<file path="src/rtl/if_pkg.sv">
// rtl/if_pkg.sv - shared constants and FSM state type for the instruction-fetch stage
package if_pkg;

  localparam logic [31:0] NOP_INST = 32'h0000_0000;
  localparam logic [31:0] PC_INC   = 32'd4;
  // Wide enough to count up to the largest legal FIFO depth (4)
  localparam int unsigned CNT_W    = 3;

  typedef enum logic [1:0] {
    IDLE = 2'd0,
    REQ  = 2'd1,
    DROP = 2'd2
  } fetch_state_e;

endpackage

</file>
<file path="src/rtl/if_prefetch_fifo.sv">
// rtl/if_prefetch_fifo.sv - show-ahead circular prefetch buffer; flush beats push and pop
module if_prefetch_fifo
  import if_pkg::*;
#(
  parameter int WIDTH = 64,
  parameter int DEPTH = 2
) (
  input  logic             clk_i,
  input  logic             rst_i,
  input  logic             push_i,
  input  logic [WIDTH-1:0] push_data_i,
  input  logic             pop_i,
  input  logic             flush_i,
  output logic [CNT_W-1:0] count_o,
  output logic [WIDTH-1:0] head_o
);

  localparam int PTR_W = (DEPTH > 1) ? $clog2(DEPTH) : 1;
  localparam logic [PTR_W-1:0] LAST_PTR = PTR_W'(DEPTH - 1);
  localparam logic [CNT_W-1:0] FULL_CNT = CNT_W'(DEPTH);

  logic [WIDTH-1:0] mem_q [2**PTR_W];
  logic [PTR_W-1:0] rd_ptr_q, rd_ptr_d, wr_ptr_q, wr_ptr_d;
  logic [CNT_W-1:0] count_q, count_d;
  logic             do_pop;

  function automatic logic [PTR_W-1:0] ptr_inc(input logic [PTR_W-1:0] p);
    return (p == LAST_PTR) ? '0 : p + PTR_W'(1);
  endfunction

  assign do_pop  = pop_i && (count_q != '0);
  assign count_o = count_q;
  assign head_o  = mem_q[rd_ptr_q];

  always_comb begin
    rd_ptr_d = rd_ptr_q;
    wr_ptr_d = wr_ptr_q;
    count_d  = count_q;
    if (flush_i) begin
      rd_ptr_d = '0;
      wr_ptr_d = '0;
      count_d  = '0;
    end else begin
      if (push_i) wr_ptr_d = ptr_inc(wr_ptr_q);
      if (do_pop) rd_ptr_d = ptr_inc(rd_ptr_q);
      if (push_i && !do_pop) count_d = count_q + CNT_W'(1);
      else if (!push_i && do_pop) count_d = count_q - CNT_W'(1);
    end
  end

  always_ff @(posedge clk_i or posedge rst_i) begin
    if (rst_i) begin
      rd_ptr_q <= '0;
      wr_ptr_q <= '0;
      count_q  <= '0;
    end else begin
      rd_ptr_q <= rd_ptr_d;
      wr_ptr_q <= wr_ptr_d;
      count_q  <= count_d;
    end
  end

  // Storage needs no reset: count gates visibility of every entry
  always_ff @(posedge clk_i) begin
    if (push_i && !flush_i) begin
      mem_q[wr_ptr_q] <= push_data_i;
      if (!rst_i && !do_pop) assert (count_q != FULL_CNT);
    end
  end

endmodule

</file>
<file path="src/rtl/if_fetch_unit.sv">
// rtl/if_fetch_unit.sv - PC owner, req/ack fetch FSM, redirect handling and IF/ID presentation
module if_fetch_unit
  import if_pkg::*;
#(
  parameter logic [31:0] RESET_PC   = 32'h0000_0000,
  parameter int          FIFO_DEPTH = 2
) (
  input  logic        clk_i,
  input  logic        rst_i,
  input  logic        Hazard_stall_i,
  input  logic        brench_i,
  input  logic [31:0] brench_target_i,
  input  logic        jump_i,
  input  logic [31:0] jump_target_i,
  output logic        imem_req_o,
  output logic [31:0] imem_addr_o,
  input  logic        imem_ack_i,
  input  logic [31:0] imem_rdata_i,
  output logic [31:0] addedPC_o,
  output logic [31:0] inst_o,
  output logic        valid_o
);

  localparam logic [CNT_W:0] DEPTH_CNT = FIFO_DEPTH[CNT_W:0];

  fetch_state_e     state_q, state_d;
  logic [31:0]      pc_q, pc_d, addr_q, addr_d;
  logic [31:0]      target_raw, target, pc_plus4;
  logic [CNT_W-1:0] fifo_count;
  logic [63:0]      fifo_head;
  logic [CNT_W:0]   occupancy;
  logic             fifo_push, fifo_pop, redirect, outstanding, room;

  assign redirect    = brench_i | jump_i;
  assign target_raw  = brench_i ? brench_target_i : jump_target_i;
  assign target      = {target_raw[31:2], 2'b00};
  assign pc_plus4    = pc_q + PC_INC;
  assign outstanding = (state_q != IDLE);
  assign occupancy   = {1'b0, fifo_count} + {{CNT_W{1'b0}}, outstanding};
  assign room        = occupancy < DEPTH_CNT;

  // Request is combinational so an IDLE cycle with room issues immediately
  assign imem_req_o  = ~rst_i & (outstanding | room);
  assign imem_addr_o = !imem_req_o ? 32'h0 : (outstanding ? addr_q : pc_q);

  assign valid_o   = (fifo_count != '0);
  assign fifo_pop  = valid_o & ~Hazard_stall_i;
  assign addedPC_o = valid_o ? fifo_head[63:32] : 32'h0;
  assign inst_o    = valid_o ? fifo_head[31:0] : NOP_INST;

  always_comb begin
    state_d   = state_q;
    pc_d      = pc_q;
    addr_d    = addr_q;
    fifo_push = 1'b0;
    case (state_q)
      IDLE: begin
        // A request issued alongside a redirect is already stale, so wait it out in DROP
        if (room) begin
          addr_d  = pc_q;
          state_d = redirect ? DROP : REQ;
        end
      end
      REQ: begin
        if (imem_ack_i) begin
          state_d = IDLE;
          if (!redirect) begin
            fifo_push = 1'b1;
            pc_d      = pc_plus4;
          end
        end else if (redirect) begin
          state_d = DROP;
        end
      end
      DROP: begin
        if (imem_ack_i) state_d = IDLE;
      end
      default: state_d = IDLE;
    endcase
    if (redirect) pc_d = target;
  end

  always_ff @(posedge clk_i or posedge rst_i) begin
    if (rst_i) begin
      state_q <= IDLE;
      pc_q    <= RESET_PC;
      addr_q  <= 32'h0;
    end else begin
      state_q <= state_d;
      pc_q    <= pc_d;
      addr_q  <= addr_d;
    end
  end

  if_prefetch_fifo #(
    .WIDTH(64),
    .DEPTH(FIFO_DEPTH)
  ) u_fifo (
    .clk_i      (clk_i),
    .rst_i      (rst_i),
    .push_i     (fifo_push),
    .push_data_i({pc_plus4, imem_rdata_i}),
    .pop_i      (fifo_pop),
    .flush_i    (redirect),
    .count_o    (fifo_count),
    .head_o     (fifo_head)
  );

endmodule

</file>
<file path="config.mk">
export PLATFORM = sky130hd
export DESIGN_NAME = if_fetch_unit
export DESIGN_NICKNAME = d
export VERILOG_FILES = /design/src/rtl/if_pkg.sv /design/src/rtl/if_prefetch_fifo.sv /design/src/rtl/if_fetch_unit.sv
export SDC_FILE = /design/constraint.sdc
export NUM_CORES = 1
export LEC_CHECK = 0
export CORE_MARGIN = 2
export CORE_UTILIZATION = 55
export DETAILED_ROUTE_END_ITERATION = 8
export PLACE_DENSITY = 0.95
export SYNTH_ARGS = -nofsm -noshare
export SYNTH_HDL_FRONTEND = slang
export SYNTH_SLANG_ARGS = --single-unit
</file>
<file path="constraint.sdc">
create_clock -name clk_i -period 8.56 [get_ports clk_i]
set_input_delay 1.712 -clock clk_i [delete_from_list [all_inputs] [get_ports clk_i]]
set_output_delay 1.712 -clock clk_i [all_outputs]
set_load 0.01 [all_outputs]
</file>
==> results.py <==
metrics = {
    "pwr": {
        "p_switching_w": 0.000771,
        "vdd_drop_max_uv": 158,
        "leakage_nw": 4.09,
        "power_frac_clock_pct": 29.6,
        "comb_power_share_pct": 25.4,
        "swShare_pct": 29.6,
        "p_int_w": 0.00183,
        "powerDensity_nw_per_um2": 222,
        "pwr-share-seq_pct": 45.0,
    },
    "global_routing": {
        "antenna_found_initial": 0,
        "grt_usage_pct": 24.9,
        "grt_pass1_vias": 6753,
        "overflow": 0,
        "grt_max_degree": 68,
        "grt_pass1_wl_um": 34500,
    },
    "yosys": {
        "synth_top_area_cell": "edfxtp_1",
        "ys_ff_latch": 191,
        "synth_area_leaders": "edfxtp_1 41%, dfrtp_1 18%, mux2i_1 6.9%",
        "netlist_instances": 812,
        "ys_types": 47,
        "synthArstFlopShare_pct": 35.1,
        "synth_edf_count": 124,
        "yosysWarnings": 0,
        "synth_top_flop_cell": "edfxtp_1",
        "ys_seq_area_share_pct": 59.1,
        "avgSynthCellArea_um2": 11.2,
        "netlist_area_um2": 9130,
        "synth_top_area_share_pct": 40.8,
    },
    "setup_path": {
        "path_max_fanout": 31,
        "rr_worst_depth": 5,
        "cpMaxStageDelayCell": "clkdlybuf4s50_1",
        "endpoint_kind": "output pin",
        "timing.rr.end": "pc_q[31]",
        "crit_path_max_incr_delay_ns": 0.59,
        "crit_arrival_ns": 3.78,
        "critPathKind": "in -> out",
        "path_buf_inv": 3,
        "worstPathRequired_ns": 6.85,
        "crit_chain": "clkdlybuf4s50_1 > inv_2 > nand2_1 > a21oi_1 > clkdlybuf4s50_1",
        "cp_top_family": "buffers and inverters",
        "rr_startpoint": "pc_q[6]",
        "start_kind": "primary input",
        "crit_top_cell": "clkdlybuf4s50_1",
        "r2r_setup_slack_ns": 5.78,
    },
    "cts": {
        "htree_levels": 4,
        "cts-resized-gates": 0,
        "cts_max_path_buffers": 2,
        "ctsHoldBuffers": 0,
        "cts_root_buf": "clkbuf_16",
        "cts_sinks": 191,
        "cts_setup_buffers": 0,
        "worst_skew_pair.late_latency_ns": 0.44,
        "clk_pin_slew_ns": 0.07,
        "numCtsBuffers": 17,
        "cts_tree": "built",
    },
    "layout": {
        "diodes": 0,
        "syn_to_final_growth_pct": 28.4,
        "fin_cells": 1203,
        "nets": 1075,
        "layout_common_cells": "191 x clkdlybuf4s50_1, 124 x edfxtp_1, 105 x nand2_1, 92 x nor2_1, 66 x dfrtp_1",
        "drive_above_1_share_pct": 9.36,
        "post-route-util_pct": 71.5,
        "final_common_cell": "clkdlybuf4s50_1",
    },
    "sta": {
        "slew_headroom_pct": 26.4,
        "finalHoldViolCount": 0,
        "worstMarginPinSlew_ns": 1.10,
        "setup_slack_ns": 3.07,
        "fin_skew_ns": 0.0134,
        "clock.fmax_mhz": 182,
        "min_period_ns": 5.49,
        "period_share_pct": 64.1,
        "drv_slew": 0,
        "setup_viol": 0,
        "setup_tns_ns": 0,
        "rsz0062_at_grt": "false",
        "hold_slack_ns": 0.512,
    },
    "hold_path": {
        "hp-class": "reg -> reg",
        "holdPathEnd": "addr_q[26]",
        "min_path_cells": 1,
        "hold_start": "addr_q[26]",
    },
    "drt": {
        "wl_um": 21900,
        "viasPerCell": 5.81,
        "ant_nets": 0,
        "route.vias.total": 6990,
        "wl_per_cell_um": 18.2,
        "firstDrtPassIters": 5,
        "drc_errors": 0,
        "drt-initial-drc-count": 702,
    },
    "flow_run": {
        "drv_cap": 0,
    },
    "die": {
        "io-pin-count": 200,
        "die_h_um": 133,
        "die-area_um2": 17700,
        "core_um2": 16400,
        "start_util_pct": 55.7,
        "dieWidth_um": 133,
        "num_rows": 47,
    },
    "placed_design": {
        "dpl.cell_count": 1171,
        "port-buffer-count": 191,
        "dp_slack_ns": 3.09,
        "gp_congestion": 0.842,
        "dp_hpwl_um": 14600,
    },
    "run_status": {
        "status": "completed",
    },
}
Yosys cell counts (2+ instances only):
cell type  instances
a211oi_1          11
a21oi_1           53
a22oi_1            4
and3_1             3
and4_1             5
buf_1              9
buf_2              5
buf_4              9
clkbuf_1          42
dfrtp_1           67
edfxtp_1         124
ha_1               2
inv_1             10
mux2_2            33
mux2i_1           63
nand2_1          105
nand2b_1           2
nand3_1           13
nand3b_1           2
nand4_1            7
nor2_1            95
nor2b_1           10
nor3_1            17
nor3b_1            2
nor4_1             9
o21ai_0           25
o22ai_1           13
o2bb2ai_1          2
or2_2              6
or4_1              2
xnor2_1           26
xor2_1            21
logic make-up after synthesis:
| group | share of synthesized area [%] |
|---|---|
| other | 0.0411 |
| muxes | 11.0 |
| DFF | 59.1 |
| adders and majority gates | 0.493 |
| buffers and inverters | 3.52 |
| and+or+nand+nor | 14.1 |
| AOI/OAI and AO/OA | 7.22 |
| xor gates and xnor gates | 4.51 |
worst max path at each step:
stage	slack [ns]	end	cells after the start	from
2_1_floorplan	2.97	imem_addr_o[22]	4	rst_i
3_3_place_gp	3.08	imem_addr_o[13]	5	rst_i
3_5_place_dp	3.09	imem_addr_o[13]	5	rst_i
4_1_cts	3.07	imem_addr_o[13]	5	rst_i
5_1_grt	2.95	imem_addr_o[13]	5	rst_i
6_report	3.07	imem_addr_o[13]	5	rst_i
power by group through the flow:
stage	clock network, W	registers (W)	logic, W
6_report	0.000770	0.00117	0.000661
3_3_place_gp	0	0.00118	0.000642
4_1_cts	0.000778	0.00117	0.000661
5_1_grt	0.000817	0.00118	0.000716
2_1_floorplan	0	0.00114	0.000420
3_5_place_dp	0	0.00119	0.000657
per-layer routing:
metal | track usage [%] | share of wire [%]
met5 | 0 | 0
met4 | 10.2 | 2.6
met3 | 5.44 | 8.2
met2 | 40.9 | 49
met1 | 32.5 | 41
flip-flops by register name, summed over array words and instances (netlist names):
signal and count:
pc_q 30, u_fifo.mem_q 124, state_q 2, u_fifo.wr_ptr_q 1
u_fifo.rd_ptr_q 1, u_fifo.count_o 3, addr_q 30
worst reg2reg max path: cells and delay by family (launching register included):
kind                      cells  cell delay [ns]
AOI/OAI and AO/OA             1             0.39
xor gates and xnor gates      1             0.23
DFF                           1             0.64
and+or+nand+nor               3             1.39
stage by stage:
stage	total power [W]	area (um^2)
floorplan	0.00156	9150
global placement	0.00182	11100
detailed placement	0.00184	11100
CTS	0.00261	11700
global route	0.00272	11700
finish	0.00260	11700
final cells by class:
cell class | count | area (um^2)
Clock buffer | 19 | 464
Clock inverter | 13 | 115
Fill cell | 1101 | 4680
Inverter | 10 | 37.5
Multi-Input combinational cell | 549 | 3440
Sequential cell | 191 | 5400
Tap cell | 220 | 275
Timing Repair Buffer | 201 | 1990
No activity file was read; power rests on OpenSTA's default activity.
